## src/rtl/see_cone_inject_seq.sv

```systemverilog
`default_nettype none
// ============================================================================
// Module  : see_cone_inject_seq
// Brief   : Exhaustive SEE flip-injection sequencer for a golden/faulty cone pair.
// Revision: 1.0
// ============================================================================
module see_cone_inject_seq #(
    parameter int N_IN    = 8,
    parameter int N_SITES = 6,
    parameter int SETTLE  = 2,
    parameter int CNT_W   = 16,
    localparam int c_SITE_W = (N_SITES > 1) ? $clog2(N_SITES) : 1
) (
    input  logic                clk,
    input  logic                rst,
    input  logic                start,
    input  logic                abort,
    output logic [N_IN-1:0]     vec,
    output logic [N_SITES-1:0]  flip_en,
    input  logic                golden_out,
    input  logic                faulty_out,
    output logic                busy,
    output logic                done,
    output logic                aborted,
    output logic                site_valid,
    output logic [c_SITE_W-1:0] site_idx,
    output logic [CNT_W-1:0]    site_err,
    output logic [CNT_W-1:0]    err_total
);

    localparam int c_SET_W = (SETTLE > 1) ? $clog2(SETTLE) : 1;

    typedef enum logic [2:0] {
        S_IDLE      = 3'd0,
        S_SETTLE    = 3'd1,
        S_COMPARE   = 3'd2,
        S_SITE_DONE = 3'd3,
        S_DONE      = 3'd4
    } state_t;

    state_t              r_state;
    state_t              w_state_nxt;
    logic [N_IN-1:0]     r_vec;
    logic [c_SITE_W-1:0] r_site;
    logic [CNT_W-1:0]    r_site_cnt;
    logic [CNT_W-1:0]    r_err_total;
    logic [c_SET_W-1:0]  r_settle_cnt;
    logic                r_aborted;

    logic w_active;
    logic w_abort_take;
    logic w_vec_last;
    logic w_site_last;
    logic w_settle_last;
    logic w_mismatch;

    assign w_active      = (r_state == S_SETTLE) || (r_state == S_COMPARE) ||
                           (r_state == S_SITE_DONE);
    assign w_abort_take  = abort && w_active;
    assign w_vec_last    = (r_vec == {N_IN{1'b1}});
    assign w_site_last   = (r_site == c_SITE_W'(N_SITES - 1));
    assign w_settle_last = (r_settle_cnt == c_SET_W'(SETTLE - 1));
    assign w_mismatch    = golden_out ^ faulty_out;

    always_ff @(posedge clk or posedge rst) begin
        if (rst) begin
            r_state <= S_IDLE;
        end else begin
            r_state <= w_state_nxt;
        end
    end

    always_comb begin
        w_state_nxt = r_state;
        if (w_abort_take) begin
            w_state_nxt = S_IDLE;
        end else begin
            case (r_state)
                S_IDLE:      if (start) w_state_nxt = S_SETTLE;
                S_SETTLE:    if (w_settle_last) w_state_nxt = S_COMPARE;
                S_COMPARE:   w_state_nxt = w_vec_last ? S_SITE_DONE : S_SETTLE;
                S_SITE_DONE: w_state_nxt = w_site_last ? S_DONE : S_SETTLE;
                S_DONE:      w_state_nxt = S_IDLE;
                default:     w_state_nxt = S_IDLE;
            endcase
        end
    end

    // Abort suppresses every datapath update of the cycle it is taken in.
    always_ff @(posedge clk or posedge rst) begin
        if (rst) begin
            r_vec        <= '0;
            r_site       <= '0;
            r_site_cnt   <= '0;
            r_err_total  <= '0;
            r_settle_cnt <= '0;
            r_aborted    <= 1'b0;
        end else begin
            r_aborted <= w_abort_take;
            if (!w_abort_take) begin
                case (r_state)
                    S_IDLE: begin
                        if (start) begin
                            r_vec        <= '0;
                            r_site       <= '0;
                            r_site_cnt   <= '0;
                            r_err_total  <= '0;
                            r_settle_cnt <= '0;
                        end
                    end
                    S_SETTLE: begin
                        r_settle_cnt <= w_settle_last ? '0 : r_settle_cnt + 1'b1;
                    end
                    S_COMPARE: begin
                        if (w_mismatch) begin
                            if (r_site_cnt != {CNT_W{1'b1}}) r_site_cnt <= r_site_cnt + 1'b1;
                            if (r_err_total != {CNT_W{1'b1}}) r_err_total <= r_err_total + 1'b1;
                        end
                        if (!w_vec_last) r_vec <= r_vec + 1'b1;
                    end
                    S_SITE_DONE: begin
                        if (!w_site_last) begin
                            r_site     <= r_site + 1'b1;
                            r_vec      <= '0;
                            r_site_cnt <= '0;
                        end
                    end
                    default: ;
                endcase
            end
        end
    end

    assign vec        = r_vec;
    assign flip_en    = ((r_state == S_SETTLE) || (r_state == S_COMPARE)) ?
                        (N_SITES'(1) << r_site) : '0;
    assign busy       = w_active;
    assign done       = (r_state == S_DONE);
    assign aborted    = r_aborted;
    assign site_valid = (r_state == S_SITE_DONE) && !abort;
    assign site_idx   = r_site;
    assign site_err   = r_site_cnt;
    assign err_total  = r_err_total;

endmodule
`default_nettype wire

```

## config.mk

```make
export PLATFORM = sky130hd
export DESIGN_NAME = see_cone_inject_seq
export DESIGN_NICKNAME = d
export VERILOG_FILES = /design/src/rtl/see_cone_inject_seq.sv
export SDC_FILE = /design/constraint.sdc
export NUM_CORES = 1
export LEC_CHECK = 0
export ABC_AREA = 1
export BUFFER_PORTS_ARGS = -buffer_cell sky130_fd_sc_hd__buf_4
export CORE_UTILIZATION = 61
export CTS_CLUSTER_DIAMETER = 40
export DETAILED_ROUTE_END_ITERATION = 8
export GPL_ROUTABILITY_DRIVEN = 1
export PLACE_DENSITY = 0.85
export SLEW_MARGIN = 20
export SYNTH_ARGS = -nofsm -noshare
export SYNTH_HDL_FRONTEND = slang
export SYNTH_SLANG_ARGS = --single-unit
```

## constraint.sdc

```tcl
create_clock -name clk -period 4.4 [get_ports clk]
set_input_delay 0 -clock clk [delete_from_list [all_inputs] [get_ports clk]]
set_output_delay 0 -clock clk [all_outputs]
set_load 0.01 [all_outputs]
```

---- Word level (Yosys, flattened, before mapping) ----
Index checks and enable logic that the tools add are counted.
W data, S select, Z words.
storage, ports and cells
  flip-flop bits (word level) ............. 48
  input bits .............................. 6
  output and inout bits ................... 53
  word-level logic and storage cells ...... 72
operators by class
  shift operators ......................... 1
  multiplexer cells ....................... 25
  equal/unequal tests ..................... 16
  reduce and logical (&&, ||, !) cells .... 16
  bitwise logic cells ..................... 2
  add/subtract/negate cells ............... 5
operators with widths
  operator                 count
  $mux W16                 6
  $pmux W16 S3             1
  $add A16 B1 Y16 const B  2
  $ne A16 B16 Y1 const B   2
  $pmux W16 S2             1
  $mux W8                  3
  $pmux W8 S3              1
  $mux W3                  6
  $pmux W3 S4              1
  $reduce_and A5 Y1        2
  $add A8 B1 Y8 const B    1
  $eq A8 B8 Y1 const B     1
  $ne A2 B2 Y1 const B     4
  $eq A3 B2 Y1 const B     2
  $eq A3 B3 Y1 const B     2
  $mux W6                  1
  $ne A3 B3 Y1 const B     2
  $pmux W3 S2              1
  $reduce_and A6 Y1        1
  $reduce_bool A2 Y1       3
  $shl A1 B3 Y6 const A    1
  $ne A2 B1 Y1 const B     2
  $reduce_and A4 Y1        1
  $add A3 B1 Y3 const B    1
  other kinds (14)         17

---- Logic depth before layout (Yosys ltp) ----
  word-level depth ........................ 6
  mapped depth ............................ 11
  gate-level depth less buffers ........... 11

---- Worst setup path before layout ----
Ideal clock, no wire load.
  path kind ............................... flip-flop to flip-flop
  start point ............................. register r_err_total[0] (netlist: err_total[0])
  end point ............................... register r_err_total[3] (netlist: err_total[3])
  data required time ...................... 4.277 ns
  path slack .............................. 2.808 ns
  arrival time ............................ 1.469 ns
  period minus slack after synthesis ...... 1.592 ns
  cell stages (with the launch flop) ...... 10
  library setup time ...................... 0.123 ns
  path buffers ............................ 1
  path through ............................ dfrtp_1 ha_1 nand2_1 nor2_2 nand2_2 nor2_2 nand3_1 nand3_2 buf_4 o21ai_2
on the way
  word-level cells in the longest chain between the ends .. 4
  elaborated cells on any way between the ends .. 7
  classes of those cells .................. 1 x add/sub; 2 x eq/ne; 3 x mux; 1 x reduce/logical
RTL lines
  item                    RTL line  source
  from (decl)             46        logic [CNT_W-1:0] r_err_total;
  from (signal assigned)  117       if (r_err_total != {CNT_W{1'b1}}) r_err_total <= r_err_total + 1'b1;
  $add A16 B1 Y16         117
  $mux W16                117
  $mux W16                115       if (w_mismatch) begin
  $pmux W16 S2            101       case (r_state)
Several ways; a longest one is shown, not always the timed one. The select of a mux whose other input is x is not followed.
A chain may end at the register's enable or synchronous reset.

---- Worst setup path after layout ----
  start point ............................. register r_state[2]
  end point ............................... register r_err_total[12] (netlist: err_total[12])
on the way
  word-level cells in the longest chain between the ends .. 6
  elaborated cells on any way between the ends .. 14
  classes of those cells .................. 6 x eq/ne; 1 x mux; 1 x bitwise; 6 x reduce/logical
RTL lines
  item                                          RTL line  source
  from (decl)                                   41        state_t r_state;
  from (signal assigned)                        69        r_state <= w_state_nxt;
  $eq A3 B1 Y1 or $eq A3 B2 Y1 (tied branches)  57, 101
  $logic_or A1 B1 Y1 (2 in a row)               57        assign w_active = (r_state == S_SETTLE) || (r_state == S_COMPARE) ||
  $logic_and A1 B1 Y1                           59        assign w_abort_take = abort && w_active;
  $not A1 Y1 (no line)                          n/a
  $reduce_and A5 Y1 (no line)                   n/a
Several ways; a longest one is shown, not always the timed one.

==> results.md <==
STA
- **max_slew headroom** 0.446
- **final sum of negative setup slack** 0 ns
- **slew of the pin with the lowest slew margin** 0.831 ns
- **Final Hold Violating Endpoints** 0
- **total setup violations reported at the end of the flow** 0
- **setup repair after global routing missed its margin** no
- **period utilization** 0.552
- **min cycle time layout** 2.43 ns
- **final-report max-slew violation count** 0
- **Fmax** 411 MHz
- **Max Clock Skew** 0.00453 ns
- **worst hold margin** 0.113 ns

Worst hold path
- **worst hold-check path type** input port to flip-flop

Floorplanning
- **placeable core region** 5110 sq um
- **Die Width** 74.8 um
- **I/O pin count** 59
- **die area** 5590 sq um
- **starting density of the core** 0.633
- **floorplan row count** 26
- **die extent in y** 74.8 um

Yosys
- **fraction of synthesized cell area taken by the top area cell type** 0.372
- **count of distinct cell types in the synthesized netlist** 33
- **Synth Area per Inst** 7.28 sq um
- **synthesized netlist net count** 458
- **Synth warnings** 0
- **part of the Yosys area used for sequential elements** 0.372
- **number of synthesized flops with an enable pin** 0
- **post-synthesis instance area** 3230 sq um
- **library cell with the largest summed area after synthesis** dfrtp_1
- **top_reg_cell synth** dfrtp_1
- **cell count after synthesis** 444
- **asr flop ratio synth** 1.00
- **Area contributors post-synth** dfrtp_1 (37%), nand2_1 (15%), o21ai_2 (6.8%)
- **post-synthesis register bit count** 48

Final layout
- **net count reported at finish** 512
- **Layout fillers** 403
- **fraction of layout instances using a drive strength above 1** 0.232
- **Antenna Diode Count** 0
- **P&R area growth vs syn** 16.5%

CTS
- **post-CTS setup buffer count** 0
- **Root Driver** clkbuf_8
- **clock latency on the worst-skew pair** 0.30 ns
- **maximum clock path buffer count** 2
- **TritonCTS clock tree** yes
- **clock slew seen by the registers of the worst setup and hold paths** 0.09 ns
- **number of H-tree levels** 2
- **TritonCTS sink count** 48
- **number of CTS-inserted buffers** 5

Setup path
- **element type at the critical path start** flip-flop
- **cell family with the largest share of critical-path delay** simple AND/OR/NAND/NOR gates
- **CP max FO** 33
- **Required @ worst endpoint** 4.62 ns
- **Max stage delay on crit path** 0.52 ns
- **cells along the critical path** inv_2 > nand3_2 > inv_2 > nand2_2 > nand3_2 > nand2_1 > o21ai_1
- **Crit path arrival time** 2.65 ns
- **classification of the worst setup path** flip-flop to flip-flop
- **Worst setup EP type** flip-flop
- **Buf+Inv Stages, Crit Path** 2
- **master of the slowest instance on the critical path** inv_2

Detailed routing
- **via count** 3,045
- **number of iterations in the first detailed-routing pass** 4
- **vias per cell** 5.35
- **detail-routed net length per standard cell** 12.1 um
- **overall routed net length** 6890 um
- **residual antenna-violating net count after detailed routing** 0
- **DRC violation count after routing** 0
- **1st-iter DRT viols** 205

Placed design
- **Final GP Congestion** 0.902
- **post-DP HPWL** 4940 um
- **Port Buf Inserts** 58

Global routing
- **GR Util All Layers** 0.258
- **overflow left after global routing** 0
- **first-pass GRT wire length** 11,300 um
- **initial antenna violation count** 0
- **number of global-route vias before repair** 2,597
- **maximum number of pins on one net before global-route repair** 49

Job
- **MaxCap Viol Count** 0

Power
- **static leakage** 1.81 nW
- **P per Cell Area** 352 nW/um^2
- **maximum ir drop on the vdd rail** 277 uV

Run status
- **result of the run** finished clean

==> through the flow <==
stage	setup slack, ns	std cells	util	instance area (sq um)	power [mW]
2_1_floorplan	2.81	444	-	3230	0.990
3_3_place_gp	2.11	559	0.715	3650	1.04
3_5_place_dp	1.99	559	0.715	3650	1.06
4_1_cts	1.97	569	0.737	3760	1.34
5_1_grt	1.75	569	0.737	3760	1.41
6_report	1.97	569	0.737	3760	1.33
==> worst reg2reg max path, stage by stage, from the launching register on <==
cell and delay, ns:
dfrtp_1 0.47, inv_2 0.15, nand3_2 0.26, inv_2 0.52, nand2_2 0.16, nand3_2 0.51, nand2_1 0.16, o21ai_1 0.12
==> synth_stat cells (2+ instances only) <==
master    instances
nand2_2           4
o21ai_1          11
buf_2             2
o21bai_1          7
nand3b_1          2
nand3_1          38
ha_1              8
dfrtp_1          48
or2_2             5
nand4_1           8
nor2_1           49
o21ai_2          25
a21oi_1           9
nor3_1            8
nand2_4           3
nand3_2           2
buf_4             4
nor2_2            5
inv_1            48
o21ai_0          15
buf_6             5
clkbuf_1          2
nand2_1         125
inv_2             2
==> timing repair <==
action                                  CTS  global route
gates resized for setup                   0             0
endpoints found under the setup margin    0             0
endpoints found under the hold margin    49             0
hold buffers                              2             0
==> worst paths after layout <==
check,start,end,slack [ns],depth (start not counted)
min,start,r_state[1],0.11,4
max,r_state[2],err_total[12],1.97,7
min reg2reg,r_settle_cnt,r_settle_cnt,0.50,2
max in group asynchronous,rst,r_state[0],3.51,3
max reg2reg,r_state[2],err_total[12],1.97,7
min in group asynchronous,rst,site_idx[2],0.39,3
==> routing by layer <==
metal	track usage	wire, um
met2	0.443	3450
met5	0	0
met3	0.0428	327
met1	0.337	3050
met4	0.0713	68
==> where the power goes <==
part | internal [mW] | leakage, nW | switching (mW)
logic | 0.162 | 1.10 | 0.368
registers | 0.476 | 0.664 | 0.0436
clock network | 0.126 | 0.0510 | 0.150
total | 0.763 | 1.81 | 0.562
==> layout by cell type (no fill, tap or decap) <==
master         synthesis  routed
nand2_1              125     125
buf_4                  4      58
nor2_1                49      49
dfrtp_1               48      48
inv_1                 48      47
nand3_1               38      38
o21ai_2               25      25
o21ai_0               15      15
o21ai_1               11      11
a21oi_1                9       9
nor3_1                 8       8
nand4_1                8       8
ha_1                   8       8
o21bai_1               7       7
clkbuf_8               0       6
nor2_2                 5       5
or2_2                  5       5
nand2_2                4       4
nand2_4                3       3
clkinv_2               0       3
inv_2                  2       2
nand3_2                2       2
nand3b_1               2       2
dlygate4sd3_1          0       2
nand3b_4               1       1
nor2_8                 1       1
xor2_1                 1       1
and2_1                 1       1
xnor2_1                1       1
nand3_4                1       1
o211ai_1               1       1
o22ai_1                1       1
a31oi_1                1       1
==> logic make-up (layout without fill, tap and decap cells) <==
family,after synthesis,after routing,share of synthesized area
AO/OA/AOI/OAI,70,70,0.144
AND/OR/NAND/NOR,253,253,0.357
XOR/XNOR,2,2,0.00542
adder cells (fa/ha/maj),8,8,0.0310
flip-flops,48,48,0.372
buffers and inverters,63,118,0.0902
==> sequential cells by signal, indices dropped and copies added, names as in the netlist <==
| name | count |
|---|---|
| err_total | 16 |
| site_err | 16 |
| vec | 8 |
| r_state | 3 |
| site_idx | 3 |
| aborted | 1 |
| r_settle_cnt | 1 |
==> cell type report <==
| type | count | area, sq um | share of cell area |
|---|---|---|---|
| multi-input cells | 333 | 1740 | 0.462 |
| well taps | 70 | 87.6 | 0.0233 |
| clock buffers | 6 | 82.6 | 0.0219 |
| flip-flops and latches | 48 | 1200 | 0.319 |
| repair buffers | 60 | 455 | 0.121 |
| clock inverters | 2 | 10.0 | 0.00266 |
| inverters | 50 | 189 | 0.0502 |
Note: power is estimated with default switching activity, not from simulation.
